### src/rtl/scan_chain_controller_pkg.sv
// Shared types for the scan chain controller.
// Holds the FSM state encoding and the default chain length.
package scan_chain_controller_pkg;

  localparam int SCAN_CHAIN_LEN = 16;

  typedef enum logic [2:0] {
    SCAN_IDLE      = 3'd0,
    SCAN_SHIFT_IN  = 3'd1,
    SCAN_CAPTURE   = 3'd2,
    SCAN_SHIFT_OUT = 3'd3,
    SCAN_FINISH    = 3'd4
  } scan_state_e;

endpackage

### src/rtl/scan_chain_controller_if.sv
// Scan controller bundle: START/ABORT/PATTERN/EXPECT requests,
// SCAN_TE/TI/SO chain wires, BUSY/DONE/RESULT/PASS status.
interface scan_chain_controller_if
  import scan_chain_controller_pkg::*;
#(
  parameter int CHAIN_LEN = SCAN_CHAIN_LEN
);

  logic                 START;
  logic                 ABORT;
  logic [CHAIN_LEN-1:0] PATTERN;
  logic [CHAIN_LEN-1:0] EXPECT;
  logic                 SCAN_SO;
  logic                 SCAN_TE;
  logic                 SCAN_TI;
  logic                 BUSY;
  logic                 DONE;
  logic [CHAIN_LEN-1:0] RESULT;
  logic                 PASS;

  // Test register block plus chain side.
  modport master (
    output START, ABORT, PATTERN, EXPECT, SCAN_SO,
    input  SCAN_TE, SCAN_TI, BUSY, DONE, RESULT, PASS
  );

  // Controller side.
  modport slave (
    input  START, ABORT, PATTERN, EXPECT, SCAN_SO,
    output SCAN_TE, SCAN_TI, BUSY, DONE, RESULT, PASS
  );

endinterface

### src/rtl/scan_shift_reg.sv
// Shift register: parallel load, serial in at LSB, MSB serial out.
// Ports: clk, rst, load/din, shift/si, q (parallel), so (MSB).
module scan_shift_reg
  import scan_chain_controller_pkg::*;
#(
  parameter int WIDTH = SCAN_CHAIN_LEN
) (
  input  logic             clk,
  input  logic             rst,
  input  logic             load,
  input  logic [WIDTH-1:0] din,
  input  logic             shift,
  input  logic             si,
  output logic [WIDTH-1:0] q,
  output logic             so
);

  always_ff @(posedge clk or posedge rst) begin
    if (rst) begin
      q <= '0;
    end else if (load) begin
      q <= din;
    end else if (shift) begin
      q <= {q[WIDTH-2:0], si};
    end
  end

  assign so = q[WIDTH-1];

endmodule

### src/rtl/scan_chain_controller.sv
// Scan chain driver: shifts PATTERN in, pulses one capture, unloads
// and compares. Ports: CLK, RST, bus (slave modport of the bundle).
module scan_chain_controller
  import scan_chain_controller_pkg::*;
#(
  parameter int CHAIN_LEN = SCAN_CHAIN_LEN,
  parameter int CNT_W     = 5
) (
  input  logic                   CLK,
  input  logic                   RST,
  scan_chain_controller_if.slave bus
);

  localparam logic [CNT_W-1:0] LAST = CNT_W'(CHAIN_LEN - 1);

  scan_state_e state_q;
  scan_state_e state_d;

  logic [CNT_W-1:0]     cnt_q;
  logic [CHAIN_LEN-1:0] exp_q;
  logic [CHAIN_LEN-1:0] res_q;
  logic                 pass_q;

  logic [CHAIN_LEN-1:0] pat_q;
  logic [CHAIN_LEN-1:0] cap_q;
  logic [CHAIN_LEN-1:0] cap_next;
  logic                 pat_so;
  logic                 cap_so;

  logic pat_load;
  logic pat_shift;
  logic cap_load;
  logic cap_shift;
  logic cnt_clr;
  logic cnt_inc;
  logic res_upd;

  scan_shift_reg #(.WIDTH(CHAIN_LEN)) u_pat_sr (
    .clk   (CLK),
    .rst   (RST),
    .load  (pat_load),
    .din   (bus.PATTERN),
    .shift (pat_shift),
    .si    (1'b0),
    .q     (pat_q),
    .so    (pat_so)
  );

  scan_shift_reg #(.WIDTH(CHAIN_LEN)) u_cap_sr (
    .clk   (CLK),
    .rst   (RST),
    .load  (cap_load),
    .din   ('0),
    .shift (cap_shift),
    .si    (bus.SCAN_SO),
    .q     (cap_q),
    .so    (cap_so)
  );

  // Response including the sample taken on the final unload edge.
  assign cap_next = {cap_q[CHAIN_LEN-2:0], bus.SCAN_SO};

  always_comb begin
    state_d   = state_q;
    pat_load  = 1'b0;
    pat_shift = 1'b0;
    cap_load  = 1'b0;
    cap_shift = 1'b0;
    cnt_clr   = 1'b0;
    cnt_inc   = 1'b0;
    res_upd   = 1'b0;
    unique case (state_q)
      SCAN_IDLE: begin
        if (bus.START && !bus.ABORT) begin
          state_d  = SCAN_SHIFT_IN;
          pat_load = 1'b1;
          cap_load = 1'b1;
          cnt_clr  = 1'b1;
        end
      end
      SCAN_SHIFT_IN: begin
        if (bus.ABORT) begin
          state_d = SCAN_IDLE;
        end else begin
          pat_shift = 1'b1;
          cnt_inc   = 1'b1;
          if (cnt_q == LAST) state_d = SCAN_CAPTURE;
        end
      end
      SCAN_CAPTURE: begin
        if (bus.ABORT) begin
          state_d = SCAN_IDLE;
        end else begin
          cnt_clr = 1'b1;
          state_d = SCAN_SHIFT_OUT;
        end
      end
      SCAN_SHIFT_OUT: begin
        if (bus.ABORT) begin
          state_d = SCAN_IDLE;
        end else begin
          cap_shift = 1'b1;
          cnt_inc   = 1'b1;
          if (cnt_q == LAST) begin
            state_d = SCAN_FINISH;
            res_upd = 1'b1;
          end
        end
      end
      SCAN_FINISH: state_d = SCAN_IDLE;
      default:     state_d = SCAN_IDLE;
    endcase
  end

  always_ff @(posedge CLK or posedge RST) begin
    if (RST) begin
      state_q <= SCAN_IDLE;
      cnt_q   <= '0;
      exp_q   <= '0;
      res_q   <= '0;
      pass_q  <= 1'b0;
    end else begin
      state_q <= state_d;
      if (cnt_clr) begin
        cnt_q <= '0;
      end else if (cnt_inc) begin
        cnt_q <= cnt_q + CNT_W'(1);
      end
      if (pat_load) exp_q <= bus.EXPECT;
      if (res_upd) begin
        res_q  <= cap_next;
        pass_q <= (cap_next == exp_q);
      end
    end
  end

  assign bus.SCAN_TE = (state_q == SCAN_SHIFT_IN) ||
                       (state_q == SCAN_SHIFT_OUT);
  assign bus.SCAN_TI = (state_q == SCAN_SHIFT_IN) && pat_so;
  assign bus.BUSY    = (state_q != SCAN_IDLE);
  assign bus.DONE    = (state_q == SCAN_FINISH);
  assign bus.RESULT  = res_q;
  assign bus.PASS    = pass_q;

  // Parallel view of pat_sr and serial view of cap_sr are not needed.
  logic unused_sr;
  assign unused_sr = ^{pat_q, cap_q[CHAIN_LEN-1], cap_so};

endmodule

### src/flat_wrapper.sv
// flat-port wrapper written by rule: the top's interface ports become plain ports
module scan_chain_controller_flat import scan_chain_controller_pkg::*;
#(
  parameter int CHAIN_LEN = SCAN_CHAIN_LEN,
  parameter int CNT_W     = 5
)
  (CLK, RST, bus_START, bus_ABORT, bus_PATTERN, bus_EXPECT, bus_SCAN_SO, bus_SCAN_TE, bus_SCAN_TI, bus_BUSY, bus_DONE, bus_RESULT, bus_PASS);
  scan_chain_controller_if #(.CHAIN_LEN(CHAIN_LEN)) bus_i ();
  input  logic CLK;
  input  logic RST;
  input wire logic [$bits(bus_i.START)-1:0] bus_START;
  input wire logic [$bits(bus_i.ABORT)-1:0] bus_ABORT;
  input wire logic [$bits(bus_i.PATTERN)-1:0] bus_PATTERN;
  input wire logic [$bits(bus_i.EXPECT)-1:0] bus_EXPECT;
  input wire logic [$bits(bus_i.SCAN_SO)-1:0] bus_SCAN_SO;
  output wire logic [$bits(bus_i.SCAN_TE)-1:0] bus_SCAN_TE;
  output wire logic [$bits(bus_i.SCAN_TI)-1:0] bus_SCAN_TI;
  output wire logic [$bits(bus_i.BUSY)-1:0] bus_BUSY;
  output wire logic [$bits(bus_i.DONE)-1:0] bus_DONE;
  output wire logic [$bits(bus_i.RESULT)-1:0] bus_RESULT;
  output wire logic [$bits(bus_i.PASS)-1:0] bus_PASS;
  assign bus_i.START = bus_START;
  assign bus_i.ABORT = bus_ABORT;
  assign bus_i.PATTERN = bus_PATTERN;
  assign bus_i.EXPECT = bus_EXPECT;
  assign bus_i.SCAN_SO = bus_SCAN_SO;
  assign bus_SCAN_TE = bus_i.SCAN_TE;
  assign bus_SCAN_TI = bus_i.SCAN_TI;
  assign bus_BUSY = bus_i.BUSY;
  assign bus_DONE = bus_i.DONE;
  assign bus_RESULT = bus_i.RESULT;
  assign bus_PASS = bus_i.PASS;
  scan_chain_controller #(.CHAIN_LEN(CHAIN_LEN), .CNT_W(CNT_W)) u_core (.CLK(CLK), .RST(RST), .bus(bus_i));
endmodule
### config.mk
export PLATFORM = sky130hd
export DESIGN_NAME = scan_chain_controller_flat
export DESIGN_NICKNAME = d
export VERILOG_FILES = /design/src/rtl/scan_chain_controller_pkg.sv /design/src/rtl/scan_chain_controller_if.sv /design/src/rtl/scan_shift_reg.sv /design/src/rtl/scan_chain_controller.sv /design/src/flat_wrapper.sv
export SDC_FILE = /design/constraint.sdc
export NUM_CORES = 1
export LEC_CHECK = 0
export ABC_AREA = 1
export ABC_CLOCK_PERIOD_IN_PS = 4470
export CAP_MARGIN = 20
export CORE_ASPECT_RATIO = 1.25
export CORE_UTILIZATION = 50
export DETAILED_ROUTE_END_ITERATION = 7
export DONT_BUFFER_PORTS = 1
export RECOVER_POWER = 50
export SYNTH_ARGS = -nofsm -noshare
export SYNTH_HDL_FRONTEND = slang
export SYNTH_HIERARCHICAL = 1
export SYNTH_SLANG_ARGS = --single-unit
### constraint.sdc
create_clock -name CLK -period 4.47 [get_ports CLK]
set_clock_uncertainty 0.1 [all_clocks]
set_input_delay 0.447 -clock CLK [delete_from_list [all_inputs] [get_ports CLK]]
set_output_delay 0.447 -clock CLK [all_outputs]
set_load 0.02 [all_outputs]
After elaboration in Yosys (flattened, before gate mapping)
Cells that the tools add are included.

Reduce and logical (&&, ||, !) cells: 11. Multiplexer cells: 23. Eq/ne operators: 9. Add/subtract/negate cells: 1.

Operators with widths (number): 16-bit two-way mux (2); 15-bit two-way mux (2); 16-bit == test (1); 3-bit two-way mux (5); 3-bit case mux with 4 select lines (1); 5-bit two-way mux (2); 1-bit two-way mux (9); 3-bit by 2-bit == test with 1-bit output, second input constant (2); 3-bit by 2-bit != test with 1-bit output, second input constant (2); 2-bit nonzero test (3); 5-bit by 1-bit adder with 5-bit output, second input constant (1); 5-bit by 4-bit == test with 1-bit output, second input constant (1); 3-bit by 1-bit == test with 1-bit output, second input constant (1); 3-bit == test, second input constant (1); 3-bit zero test (1); 3-bit AND reduction (1); 3-bit nonzero test (1); 1-bit logical AND (2); 2-bit two-way mux (1); 2-bit by 1-bit != test with 1-bit output, second input constant (1); 1-bit case mux with 2 select lines (1); 2-bit OR reduction (1); 1-bit zero test (1); 1-bit logical OR (1).

Bits in registers: 72. Bits of input ports: 37. Logic and storage cells: 51.

Logic depth before layout (Yosys ltp)
Depth in word-level cells: 5. Gate-level depth with buffers: 10. Depth with buffers taken out: 10.

Hierarchy
The synthesis kept the hierarchy.

Modules (own cells, without submodules): scan_chain_controller (cells each 258, instances 1, seq. area each 1026.0 sq um, area an instance 1996.9 sq um); scan_shift_reg (cells each 90, instances 2, seq. area each 400.4 sq um, area an instance 773.2 sq um).

Least setup slack after synthesis
No wires, ideal clock.

Path type: flip-flop to flip-flop. From: register u_core.state_q[2]. To: register u_core.u_cap_sr.q[8]. Path buffers: 3. Data arrival time: 1.442 ns. Setup time: 0.124 ns. Clock period less this slack: 1.666 ns. Data required time: 4.246 ns. Slack: 2.804 ns. Cell stages (with the launch flop): 10. Path through: dfrtp_1 > nor2_2 > nand4_2 > inv_2 > buf_4 > buf_6 > inv_2 > buf_6 > nand3_1 > nand3_1.

Longest elaborated chain between the ends: 3.

Ends and longest elaborated chain: from (decl) (line scan_chain_controller.sv:16) `scan_state_e state_q;`; from (signal assigned) (line scan_chain_controller.sv:123) `state_q <= state_d;`; 3-bit zero test (*) (line scan_chain_controller.sv:72) `unique case (state_q)`; 1-bit two-way mux (*) (line scan_chain_controller.sv:72); net u_core.cap_load (line scan_chain_controller.sv:32) `logic cap_load;`; 15-bit two-way mux / 2-bit nonzero test (equally long branches); to (signal assigned) (line scan_shift_reg.sv:22) `q <= din;`; to (signal assigned) (line scan_shift_reg.sv:24) `q <= {q[WIDTH-2:0], si};`; to (decl) (line scan_shift_reg.sv:14) `output logic [WIDTH-1:0] q,`.

Mark *: on every way through the listed nets, which the timed path passes. The rest lies on a longest branch. A chain may end at the register's enable or synchronous reset.

==> metrics.md <==
| Metric | Value |
|---|---|
| HP Class | primary input to register |
| Detail Route Antenna Nets | 0 |
| Post-route DRC | 0 |
| Htree depth | 3 |
| Core Util, Final | 0.5615 |
| Die X | 76.68 um |
| Startpoint Class | primary input |
| FP Rows | 33 |
| Setup_tns | 0 ns |
| Clock net sink count | 72 |
| Diodes inserted | 0 |
| Max Freq | 430.8 MHz |
| R2R setup slack | 2.15 ns |
| GRT Total Usage | 0.2168 |
| VDD IR max | 0.0002624 V |
| Final HPWL DP | roughly 4800 um |
| Failing checks | max-capacitance violations, max-slew violations |
| Vias in the first global route | around 2,500 |
| WL final | 7189 um |
| Core ar. | about 6600 sq um |
| Synthesis-to-finish area growth | 7.071% |
| Status | finished, violations left |
| Synth warn | 6 |
| Cts repair resizes | 0 |
| CP cell instances | inv_1 > clkbuf_1 |
| Setup CP Type | primary input to async pin |
| Share of the clock period used by the worst path | 0.5193 |
| First-pass GRT wire length | 12,140 um |
| Total power | approximately 2.2 mW |
| CTS root buffer | clkbuf_8 |
| Via/cell ratio | ~5.0 |
| CP endpoint kind | async pin |
| Delay-heaviest family, CP | buffers and inverters |
| RSZ-0062 raised after global routing | no |
| Die ar. | 7311 sq um |
| Largest stage delay on the critical path | approximately 1.7 ns |
| Slew Viols, Final | 42 |
| Mean Syn Cell Area | 8.088 sq um |
| Leakage Power | between 1.5 and 2 nW |
| Cell Count, Final, Fillers Out | around 540 |
| Port Buffers | 0 |
| Clock tree buffer depth | 2 |
| Crit path DAT | 2.18 ns |
| CTS tree | yes |
| Slew @ Worst Pin | 2.366 ns |
| Buf+Inv Stages, Crit Path | 2 |
| Worst path slowest cell | clkbuf_1 |
| 1st-pass router iterations | 4 |
| TritonCTS buffer count | 9 |
| Per-cell routed wire length | around 13 um |
| Commonest non-fill, non-tap cell in the layout | nand2_1 |
| Skew-Pair Late Insertion Delay | 0.34 ns |
| Max-cap viol count | 1 |
| Count of final hold-check violations | 0 |
| # Post-CTS Setup Buffers | 0 |
| Worst-path maximum fanout | 41 |
| Initial core utilization | 0.5244 |
| Overflow left after global routing | 0 |
| DP Cell Count | a little over 500 |
| Cells after synthesis | 431 |
| Worst-path clk slew | 0.08 ns |
| Pin count of the biggest net entering global routing | 42 |
| Layout net count | 483 |
| I/O pin cnt | 58 |
| Initial antenna violation count | 0 |
| Post-Syn Area | 3486 sq um |
| Required @ worst endpoint | 4.33 ns |
| Routability cong. | approximately 0.74 |
| DR vias | approximately 2,700 |
| Die height | 95.35 um |
| Share of post-route cells with drive strength above 1 | 0.07350 |
| Most frequent cells in the layout | nand2_1, dfrtp_1, nand3_1 |
| Setup violators final | 0 |
| Fin crit period | 2.321 ns |
| Slew HR | -0.5775 |
| Initial drt markers | around 170 |
| Power per cell area | 585.8 nW/um^2 |
==> power by group <==
group	switching, mW	internal, mW	total (mW)
Clock	0.248	0.273	0.521
Sequential	0.159	0.869	1.03
Combinational	0.407	0.230	0.638
Total	0.815	1.37	2.19
==> what timing repair did <==
| action | in CTS | in global routing |
|---|---|---|
| hold endpoints to repair | 31 | 0 |
| hold buffers | 1 | 0 |
| endpoints found under the setup margin | 0 | 0 |
==> path summary, 6_finish.rpt <==
check / endpoint / start / depth (start not counted)
worst max-delay path: u_core/bus.RESULT[5] / RST / 2
worst min-delay path: u_core/u_pat_sr/q[2] / bus_PATTERN[2] / 2
worst max register to register: u_core/u_pat_sr/q[9] / u_core/state_q[2] / 7
worst min register to register: u_core/cnt_q[4] / u_core/cnt_q[4] / 2
max in group CLK: u_core/u_pat_sr/q[9] / u_core/state_q[2] / 7
min in group asynchronous: u_core/u_cap_sr/q[6] / RST / 2
==> through the flow <==
step	hold slack (ns)	area, sq um	setup WS [ns]
6_report	0.1336	3732	2.149
5_1_grt	0.1157	3732	1.719
4_1_cts	0.04851	3736	2.132
3_5_place_dp	0.3510	3528	2.148
3_3_place_gp	0.3448	3528	2.203
2_1_floorplan	0.2485	3542	2.804
==> routing by layer <==
| metal | global-route usage | part of all wire | vias to the layer above |
|---|---|---|---|
| met5 | 0 | 0 | - |
| met1 | 0.2775 | 0.46 | 1235 |
| met4 | 0.09615 | 0.013 | 0 |
| li1 | - | - | 1370 |
| met3 | 0.04306 | 0.040 | 9 |
| met2 | 0.3579 | 0.48 | 41 |
==> cell type report <==
type                       instances  area (sq um)
clock buffer                      11         141.4
multi-input combinational        309          1411
sequential                        72          1802
fill                             646          2915
clock inverter                     5         56.30
timing repair buffer               5         36.28
inverter                          47         176.4
tap                               87         108.9
==> registers in the layout, indices dropped and copies added (netlist names) <==
name	flops
u_core/state_q	3
u_core/bus.PASS	1
u_core/cnt_q	5
u_core/bus.RESULT	16
u_core/exp_q	16
u_core/u_cap_sr/q	15
u_core/u_pat_sr/q	16
Power figures use the tool's default switching activity.
